## config.mk

```make
export PLATFORM = sky130hd
export DESIGN_NAME = uart_receiver
export DESIGN_NICKNAME = d
export VERILOG_FILES = /design/src/rtl/uart_pkg.sv /design/src/rtl/uart_receiver_clkenb.sv /design/src/rtl/uart_receiver.sv
export SDC_FILE = /design/constraint.sdc
export NUM_CORES = 1
export LEC_CHECK = 0
export CAP_MARGIN = 10
export CORE_MARGIN = 2
export CORE_UTILIZATION = 24
export CTS_CLUSTER_DIAMETER = 100
export CTS_CLUSTER_SIZE = 30
export DETAILED_ROUTE_END_ITERATION = 7
export PLACE_DENSITY_LB_ADDON = 0.1
export RECOVER_POWER = 100
export SLEW_MARGIN = 20
export SYNTH_ARGS = -nofsm -noshare
export SYNTH_HDL_FRONTEND = slang
export SYNTH_SLANG_ARGS = --single-unit
```

## constraint.sdc

```tcl
create_clock -name clk -period 2 [get_ports clk]
set_clock_uncertainty 0.05 [all_clocks]
set_input_delay 0.4 -clock clk [delete_from_list [all_inputs] [get_ports clk]]
set_output_delay 0.4 -clock clk [all_outputs]
set_load 0.1 [all_outputs]
```

## src/rtl/uart_pkg.sv

```systemverilog
// Shared UART definitions: receiver state encoding, frame width and the
// oversample divider calculation used by both the transmitter and receiver.
package uart_pkg;

    typedef enum logic [1:0] {
        IDLE  = 2'd0,
        START = 2'd1,
        DATA  = 2'd2,
        STOP  = 2'd3
    } rx_state_t;

    localparam int UART_DBITS = 8;

    // Clocks per oversample tick; integer division, caller checks for >= 1.
    function automatic int uart_div(input int clkfreq, input int baud, input int oversample);
        return clkfreq / (baud * oversample);
    endfunction

endpackage

```

## src/rtl/uart_receiver_clkenb.sv

```systemverilog
// Oversample tick generator: registered one-clock enable every DIVAMT clocks.
// A clear restarts the count so the tick phase follows the start edge.
module clkenb #(
    parameter int DIVAMT = 10
) (
    input  logic clk,
    input  logic rst,
    input  logic clr,
    output logic enb
);

    localparam int            CW   = (DIVAMT > 1) ? $clog2(DIVAMT) : 1;
    localparam logic [CW-1:0] LAST = CW'(DIVAMT - 1);
    localparam logic [CW-1:0] ONE  = CW'(1);

    logic [CW-1:0] cnt_r;
    logic          wrap_s;

    // Terminal count of the divider
    always_comb begin
        wrap_s = (cnt_r == LAST);
    end

    // Divider counter and registered tick output
    always_ff @(posedge clk) begin
        if (rst || clr) begin
            cnt_r <= '0;
            enb   <= 1'b0;
        end else if (wrap_s) begin
            cnt_r <= '0;
            enb   <= 1'b1;
        end else begin
            cnt_r <= cnt_r + ONE;
            enb   <= 1'b0;
        end
    end

endmodule

```

## src/rtl/uart_receiver.sv

```systemverilog
// 8N1 UART receiver with OVERSAMPLE-times oversampling and mid-bit sampling.
// Emits a one-clock rdy with the byte on data, or a one-clock ferr when the
// stop bit samples low. A low line only restarts reception after a new
// high-to-low edge.
module uart_receiver
    import uart_pkg::*;
#(
    parameter int CLKFREQ    = 100_000_000,
    parameter int BAUD       = 9600,
    parameter int OVERSAMPLE = 16
) (
    input  logic       clk,
    input  logic       rst,
    input  logic       rxd,
    output logic [7:0] data,
    output logic       rdy,
    output logic       ferr
);

    localparam int DIV = uart_div(CLKFREQ, BAUD, OVERSAMPLE);
    localparam int SW  = $clog2(OVERSAMPLE);
    localparam int BW  = $clog2(UART_DBITS);

    localparam logic [SW-1:0] S_HALF = SW'(OVERSAMPLE / 2 - 1);
    localparam logic [SW-1:0] S_LAST = SW'(OVERSAMPLE - 1);
    localparam logic [SW-1:0] S_ONE  = SW'(1);
    localparam logic [BW-1:0] B_LAST = BW'(UART_DBITS - 1);
    localparam logic [BW-1:0] B_ONE  = BW'(1);

    if (DIV < 1 || OVERSAMPLE < 4 || (OVERSAMPLE % 2) != 0) begin : g_param_check
        $error("uart_receiver: invalid CLKFREQ/BAUD/OVERSAMPLE combination");
    end

    rx_state_t                 state_r;
    rx_state_t                 next_state_s;
    logic                      rxd_meta_r;
    logic                      rxd_sync_r;
    logic                      rxd_prev_r;
    logic [SW-1:0]             scnt_r;
    logic [BW-1:0]             bcnt_r;
    logic [UART_DBITS-1:0]     shreg_r;
    logic                      tick_s;
    logic                      fall_s;
    logic                      scnt_half_s;
    logic                      scnt_last_s;
    logic                      scnt_clr_s;
    logic                      scnt_inc_s;
    logic                      bcnt_clr_s;
    logic                      bcnt_inc_s;
    logic                      shift_s;
    logic                      tick_clr_s;
    logic                      rdy_s;
    logic                      ferr_s;

    clkenb #(
        .DIVAMT (DIV)
    ) u_clkenb (
        .clk (clk),
        .rst (rst),
        .clr (tick_clr_s),
        .enb (tick_s)
    );

    // Two-stage synchronizer plus previous-value stage for edge detection
    always_ff @(posedge clk) begin
        if (rst) begin
            rxd_meta_r <= 1'b1;
            rxd_sync_r <= 1'b1;
            rxd_prev_r <= 1'b1;
        end else begin
            rxd_meta_r <= rxd;
            rxd_sync_r <= rxd_meta_r;
            rxd_prev_r <= rxd_sync_r;
        end
    end

    // Edge and sample-count decodes
    always_comb begin
        fall_s      = rxd_prev_r & ~rxd_sync_r;
        scnt_half_s = (scnt_r == S_HALF);
        scnt_last_s = (scnt_r == S_LAST);
    end

    // FSM state register
    always_ff @(posedge clk) begin
        if (rst) begin
            state_r <= IDLE;
        end else begin
            state_r <= next_state_s;
        end
    end

    // FSM next-state logic
    always_comb begin
        next_state_s = state_r;
        case (state_r)
            IDLE: begin
                if (fall_s) begin
                    next_state_s = START;
                end else begin
                    next_state_s = IDLE;
                end
            end
            START: begin
                if (tick_s && scnt_half_s) begin
                    next_state_s = rxd_sync_r ? IDLE : DATA;
                end else begin
                    next_state_s = START;
                end
            end
            DATA: begin
                if (tick_s && scnt_last_s && (bcnt_r == B_LAST)) begin
                    next_state_s = STOP;
                end else begin
                    next_state_s = DATA;
                end
            end
            STOP: begin
                if (tick_s && scnt_last_s) begin
                    next_state_s = IDLE;
                end else begin
                    next_state_s = STOP;
                end
            end
            default: begin
                next_state_s = IDLE;
            end
        endcase
    end

    // FSM output decode: counter control, shift enable and result strobes
    always_comb begin
        scnt_clr_s = 1'b0;
        scnt_inc_s = 1'b0;
        bcnt_clr_s = 1'b0;
        bcnt_inc_s = 1'b0;
        shift_s    = 1'b0;
        tick_clr_s = 1'b0;
        rdy_s      = 1'b0;
        ferr_s     = 1'b0;
        case (state_r)
            IDLE: begin
                if (fall_s) begin
                    scnt_clr_s = 1'b1;
                    bcnt_clr_s = 1'b1;
                    tick_clr_s = 1'b1;
                end else begin
                    tick_clr_s = 1'b0;
                end
            end
            START: begin
                if (tick_s && scnt_half_s) begin
                    scnt_clr_s = 1'b1;
                    bcnt_clr_s = 1'b1;
                end else if (tick_s) begin
                    scnt_inc_s = 1'b1;
                end else begin
                    scnt_inc_s = 1'b0;
                end
            end
            DATA: begin
                if (tick_s && scnt_last_s) begin
                    shift_s    = 1'b1;
                    scnt_clr_s = 1'b1;
                    if (bcnt_r == B_LAST) begin
                        bcnt_clr_s = 1'b1;
                    end else begin
                        bcnt_inc_s = 1'b1;
                    end
                end else if (tick_s) begin
                    scnt_inc_s = 1'b1;
                end else begin
                    scnt_inc_s = 1'b0;
                end
            end
            STOP: begin
                if (tick_s && scnt_last_s) begin
                    scnt_clr_s = 1'b1;
                    rdy_s      = rxd_sync_r;
                    ferr_s     = ~rxd_sync_r;
                end else if (tick_s) begin
                    scnt_inc_s = 1'b1;
                end else begin
                    scnt_inc_s = 1'b0;
                end
            end
            default: begin
                scnt_clr_s = 1'b1;
                bcnt_clr_s = 1'b1;
            end
        endcase
    end

    // Sample counter, bit counter and LSB-first shift register
    always_ff @(posedge clk) begin
        if (rst) begin
            scnt_r  <= '0;
            bcnt_r  <= '0;
            shreg_r <= '0;
        end else begin
            if (scnt_clr_s) begin
                scnt_r <= '0;
            end else if (scnt_inc_s) begin
                scnt_r <= scnt_r + S_ONE;
            end
            if (bcnt_clr_s) begin
                bcnt_r <= '0;
            end else if (bcnt_inc_s) begin
                bcnt_r <= bcnt_r + B_ONE;
            end
            if (shift_s) begin
                shreg_r <= {rxd_sync_r, shreg_r[UART_DBITS-1:1]};
            end
        end
    end

    // Registered result outputs; data only changes on a good stop bit
    always_ff @(posedge clk) begin
        if (rst) begin
            data <= 8'h00;
            rdy  <= 1'b0;
            ferr <= 1'b0;
        end else begin
            rdy  <= rdy_s;
            ferr <= ferr_s;
            if (rdy_s) begin
                data <= shreg_r;
            end
        end
    end

endmodule

```

==> run summary, run 1 <==
outcome: complete, no violations
layout filler cell count: 730
met2 global-route usage: 13.9%
Place WS: 196 ps
Post-synth EDFFs: 0
final worst slack: 209 ps
FFs w/ async S/R, synth: 0%
adder-cell share of the synthesized area: 3.71%
Max Slew Vio Count: 0
Setup crit end kind: flip-flop
# nets final: 200
sequential fraction of the synthesis area: 48.7%
I/O Buffers: 12
WHS Endpoint: rxd_sync_r
setup TNS: 0 ps
Avg Cell Area, Syn: 9.58 µm²
hold depth: 1
NetSw: 0.336 mW
met3 Use GR: 2.54%
clock transition at the registers of the reported paths: 90 ps
P&R area growth vs syn: 16.3%
endpoints failing hold: 0
Seq pwr share: 52.8%
ys flop type: dfxtp_1
critical path arrival: 1920 ps
top post-synthesis cells by area: dfxtp_1 (49%), mux2i_1 (11%), nor2_1 (7.8%)
worst endpoint required time: 2130 ps
grt peak-use layer: met2
Synth Area in XOR/XNOR: 5.72%
Die Wd: 87.8 µm
Slew @ Worst Pin: 545 ps
post-synthesis cell area: 1690 µm²
Clk Latency, worst-skew pair: 290 ps
Max Fclk: 0.558 GHz
n_diodes: 0
Post-DP HPWL: 2160 µm
grt ovf: 0
I/O pins: 13
Worst slew margin: 63.8%
Initial Utilization: 24.8%
initial antenna violation count: 0
WS Path Type: flip-flop to flip-flop
Routed WL: 3080 µm
Synthesized Nets: 184
sw frac: 21.2%
cts hold-fix bufs: 0
Internal Power: 1.25 mW
# setup viols final: 0
Critical-path top delay cell: or4_1
Cell variety after synth: 33
Tmin final: 1790 ps
Die Area: 7710 µm²
Ys Warns: 0
Post-CTS Setup Bufs: 0
Die Ht: 87.8 µm
Post-Syn Instances: 176
worst-path cell chain: ha_1 -> nand3_2 -> or4_1 -> mux2i_1 -> nor2_1
fin crit share: 89.6%
CP max FO: 6
Placement Cell Area: 1880 µm²
FF+latch count, synth: 41
WP buf/inv: 0
max-cap viol count: 0
post-DR vias/cell: 4.09
Post-DRT Antenna Nets: 0
worst min path class: flip-flop to flip-flop
Pleak: 0.724 nW
CTS root buf: clkbuf_8
R2R Path Start: scnt_r[0]
first-pass GRT wire length: 5460 µm
clock network fraction of total power: 44.6%
power per cell area: 807 nW/µm²
Combinational Power Share: 2.6%
Sink Count: 41
worst-case clock buffer depth: 2
GRT Util Overall: 8.98%
std cell rows: 30
post-synth top area cell: dfxtp_1
peak supply drop: 0.000334 V
Design Area, Final: 1960 µm²
pin count of the biggest net entering global routing: 23
post-synthesis mux area share: 11.3%
combinational family with the most area after synthesis: simple AND/OR/NAND/NOR gates
DRT Pass-1 Iters: 3
Critical Path Source Type: flip-flop
simple-gate share of the synthesized area: 21.8%
routed vias: 1,181
slowest stage delay, CP: 600 ps
CTS Buf Count: 5
delay-heaviest family, CP: simple AND/OR/NAND/NOR gates
GP Congestion: 0.828
RSZ-0062 raised after global routing: false
drt first-iter violations: 56
H-tree levels: 2
area fraction of the dominant cell type after synthesis: 48.7%
Synth Area in Compound Gates: 5.64%
Global Route met1 Usage: 11.7%
vias in the first global route: 1,207
CTS tree: yes
reg-to-reg slack, setup: 210 ps
layout cells sized above 1: 15.0%
hold_sp: rxd_meta_r
DR WL/cell: 10.7 µm
Core ar.: 6790 µm²
FF-to-FF End: bcnt_r[2]
DRC Markers: 0
depth of the most critical reg-to-reg path: 5
post-CTS sizing: 0
==> cells by family (layout without fill, tap and decap cells) <==
family | after synthesis | in the layout
compound gates | 16 | 16
buf+inv | 9 | 26
simple gates | 75 | 75
fa+ha+maj | 5 | 5
xor+xnor | 11 | 11
flops | 41 | 41
mux | 19 | 19
==> power groups by stage <==
stage,Sequential (mW),Combinational (mW),Clock (mW)
finish,0.834,0.0414,0.705
global route,0.837,0.0479,0.767
floorplan,0.849,0.0323,0
CTS,0.835,0.0440,0.731
global placement,0.854,0.0431,0
detailed placement,0.854,0.0438,0
==> flip-flops by register name (all words and copies together), names as in the netlist, 2 cells and up <==
name / count
bcnt_r: 3
scnt_r: 4
u_clkenb.cnt_r: 10
shreg_r: 8
data: 8
state_r: 2
==> per-layer routing <==
layer	wire, µm	share of wire, %
met5	0	0
met4	43	1.4
met3	75	2.4
met2	1390	45
met1	1570	51
==> worst max-delay path by stage <==
stage	from	endpoint	slack, ps	cells past startpoint
4_1_cts	scnt_r[0]	bcnt_r[2]	180	5
2_1_floorplan	scnt_r[0]	bcnt_r[1]	330	6
3_5_place_dp	scnt_r[0]	bcnt_r[2]	200	5
3_3_place_gp	scnt_r[0]	bcnt_r[2]	260	5
6_report	scnt_r[0]	bcnt_r[2]	210	5
5_1_grt	scnt_r[0]	shreg_r[5]	50	6
==> synthesized netlist by cell type (2+ instances only) <==
cell,number
o21ai_0,6
xor2_1,6
xnor2_1,5
buf_6,2
nor2_1,35
a21oi_1,6
mux2i_1,19
ha_1,5
nor2b_1,2
inv_1,3
nand4_1,3
dfxtp_1,41
nor3_1,5
and3_1,3
nand2_1,9
or2_2,3
nor3b_1,2
nand3_1,6
==> area by class of cell <==
class | instances | area (µm²) | share of cell area, %
Sequential cell | 41 | 821 | 41.9
Multi-Input combinational cell | 126 | 800 | 40.8
Clock buffer | 6 | 82.6 | 4.21
Clock inverter | 2 | 37.5 | 1.92
Inverter | 3 | 11.3 | 0.575
Tap cell | 96 | 120 | 6.13
Timing Repair Buffer | 15 | 87.6 | 4.47
==> cell usage in the layout (no fill, tap or decap), types with 2 or more instances in the layout <==
| cell type | count |
|---|---|
| or2_2 | 3 |
| dfxtp_1 | 41 |
| clkbuf_8 | 6 |
| xor2_1 | 6 |
| clkbuf_2 | 12 |
| nand2_1 | 9 |
| inv_1 | 3 |
| nor2b_1 | 2 |
| nand4_1 | 3 |
| o21ai_0 | 6 |
| xnor2_1 | 5 |
| nor2_1 | 35 |
| ha_1 | 5 |
| and3_1 | 3 |
| nor3b_1 | 2 |
| nor3_1 | 6 |
| a21oi_1 | 6 |
| mux2i_1 | 19 |
| nand3_1 | 6 |
==> through the flow <==
stage | std cells | hold slack, ps | util (%) | power (mW)
after CTS | 289 | 358 | 29.4 | 1.61
after detailed placement | 281 | 348 | 27.7 | 0.898
after global placement | 281 | 348 | 27.7 | 0.897
after global routing | 289 | 390 | 28.8 | 1.65
after floorplan | 176 | 339 | - | 0.882
final | 289 | 352 | 28.8 | 1.58
==> worst register-to-register path: cells and delay by family (launching register included) <==
kind / cells / cell delay, ps
AND/OR/NAND/NOR: 3 / 810
flip-flops: 1 / 370
adder cells (fa/ha/maj): 1 / 240
multiplexers: 1 / 210
(Power assumes the default switching activity.)
==> run 2: changes to the inputs <==
Settings changed: PLACE_DENSITY from default to 0.38, PLACE_DENSITY_LB_ADDON 0.1 to default, SLEW_MARGIN 20 to 5.
==> run 2 against run 1 <==
Compared with the run above:
- wire length is 0.97% lower
- setup slack worse by 5.3 ps
- non-clock buffer count stayed put
- first-iteration DRC count is 13% lower
- design area is 0.13% lower
- global-route usage is 0.068 points lower
- critical path depth is 1 higher
- critical endpoint is now data[0]
- sequential cell count stayed put
- highest routed layer unchanged
- die area stayed put
- final cell count stayed put
==> run summary, run 2 (same netlist as run 1, synthesis figures left out) <==
I/O pins: 13 (unchanged)
final std cells w/o fill: 289 (unchanged)
Worst slew margin: 63.9% (was 63.8%)
endpoints failing hold: 0 (unchanged)
DRT Pass-1 Iters: 4 (was 3)
Critical Path Source Type: flip-flop (unchanged)
Post-DRT Antenna Nets: 0 (unchanged)
pin count of the biggest net entering global routing: 23 (unchanged)
first-pass GRT wire length: 5400 µm (was 5460 µm)
Internal Power: 1.24 mW (was 1.25 mW)
Post-DP HPWL: 2170 µm (was 2160 µm)
DRC Markers: 0 (unchanged)
CTS root buf: clkbuf_8 (unchanged)
max-cap viol count: 0 (unchanged)
most common cell after layout, fill and taps aside: dfxtp_1 (unchanged)
peak supply drop: 0.000257 V (was 0.000334 V)
layout filler cell count: 737 (was 730)
Min Hold Slack: 356 ps (was 352 ps)
Setup crit end kind: flip-flop (unchanged)
vias in the first global route: 1,203 (was 1,207)
Pleak: 0.724 nW (about the same)
worst endpoint required time: 2110 ps (was 2130 ps)
clock network fraction of total power: 44.3% (was 44.6%)
H-tree levels: 2 (unchanged)
# placed instances: 281 (unchanged)
setup TNS: 0 ps (unchanged)
Biggest register: u_clkenb.cnt_r (unchanged)
Initial Utilization: 24.8% (unchanged)
Seq pwr share: 53.1% (was 52.8%)
I/O Buffers: 12 (unchanged)
Die Wd: 87.8 µm (unchanged)
CTS tree: yes (unchanged)
grt ovf: 0 (unchanged)
Max Slew Vio Count: 0 (unchanged)
GRT Util Overall: 8.92% (was 8.98%)
drt first-iter violations: 49 (was 56)
Post-CTS Setup Bufs: 0 (unchanged)
sw frac: 20.7% (was 21.2%)
worst-case clock buffer depth: 2 (unchanged)
fin crit share: 89.8% (was 89.6%)
Clk Latency, worst-skew pair: 290 ps (about the same)
Combinational Power Share: 2.6% (about the same)
P&R area growth vs syn: 16.1% (was 16.3%)
outcome: complete, no violations (unchanged)
Die Ht: 87.8 µm (unchanged)
RSZ-0062 raised after global routing: false (unchanged)
Tmin final: 1800 ps (was 1790 ps)
Slew @ Worst Pin: 544 ps (was 545 ps)
routed vias: 1,178 (was 1,181)
most frequent cells in the layout: dfxtp_1 (41), nor2_1 (35), mux2i_1 (19) (unchanged)
# setup viols final: 0 (unchanged)
Core ar.: 6790 µm² (unchanged)
DR WL/cell: 10.6 µm (was 10.7 µm)
worst min path class: flip-flop to flip-flop (unchanged)
GP Congestion: 0.796 (was 0.828)
Routed WL: 3050 µm (was 3080 µm)
critical path arrival: 1910 ps (was 1920 ps)
power per cell area: 803 nW/µm² (was 807 nW/µm²)
clock transition at the registers of the reported paths: 80 ps (was 90 ps)
CP max FO: 8 (was 6)
initial antenna violation count: 0 (unchanged)
layout cells sized above 1: 15.0% (unchanged)
cts hold-fix bufs: 0 (unchanged)
max reg flops: 10 (unchanged)
std cell rows: 30 (unchanged)
Sink Count: 41 (unchanged)
# nets final: 200 (unchanged)
post-CTS sizing: 0 (unchanged)
NetSw: 0.326 mW (was 0.336 mW)
CTS Buf Count: 5 (unchanged)
n_diodes: 0 (unchanged)
Max Fclk: 0.557 GHz (was 0.558 GHz)
WS Path Type: flip-flop to flip-flop (unchanged)
Die Area: 7710 µm² (unchanged)
post-DR vias/cell: 4.08 (was 4.09)
top flop regs: u_clkenb.cnt_r (10), data (8), shreg_r (8) (unchanged)
## run 2: metal layers
metal  up-vias  global-route usage [%]  share of wire [%]  wire length [µm]
li1        632                       -                  -                 -
met1       532                    11.2                 50              1520
met2         9                    14.1                 46              1400
met3         5                    2.64                2.7                83
met4         0                    4.06                1.5                46
met5         -                       0                  0                 0
## run 2: worst paths after layout
| kind | depth (start not counted) | startpoint | slack, ps | end |
|---|---|---|---|---|
| min | 1 | rxd_meta_r | 360 | rxd_sync_r |
| min reg2reg | 1 | rxd_meta_r | 360 | rxd_sync_r |
| max reg2reg | 6 | scnt_r[0] | 200 | data[0] |
| max | 6 | scnt_r[0] | 200 | data[0] |
## run 2: critical path, stage by stage (launching register included)
cell and delay [ps]:
dfxtp_1 370, ha_1 240, nand4_1 270, nor2_2 170, clkbuf_2 270, mux2i_1 220
nor2_1 50
## run 2: power by group through the flow
| stage | logic (mW) | registers, mW | clock network [mW] |
|---|---|---|---|
| 3_3_place_gp | 0.0428 | 0.854 | 0 |
| 5_1_grt | 0.0480 | 0.837 | 0.754 |
| 3_5_place_dp | 0.0431 | 0.854 | 0 |
| 2_1_floorplan | 0.0323 | 0.849 | 0 |
| 6_report | 0.0412 | 0.834 | 0.695 |
| 4_1_cts | 0.0434 | 0.835 | 0.720 |
## run 2: metrics by stage
stage	setup WS [ps]	total power, mW	cell area [µm²]	util (%)
after floorplan	332	0.882	1690	-
after global placement	262	0.896	1880	27.7
after detailed placement	198	0.897	1880	27.7
after CTS	184	1.60	2000	29.4
after global routing	79.7	1.64	1960	28.8
final	203	1.57	1960	28.8
## run 2: area by class of cell
type,count,area [µm²],area share (%)
clock buffers,6,82.6,4.22
clock inverters,2,37.5,1.92
inverters,3,11.3,0.575
multi-input cells,126,800,40.9
flip-flops and latches,41,821,41.9
well taps,96,120,6.14
repair buffers,15,85.1,4.35
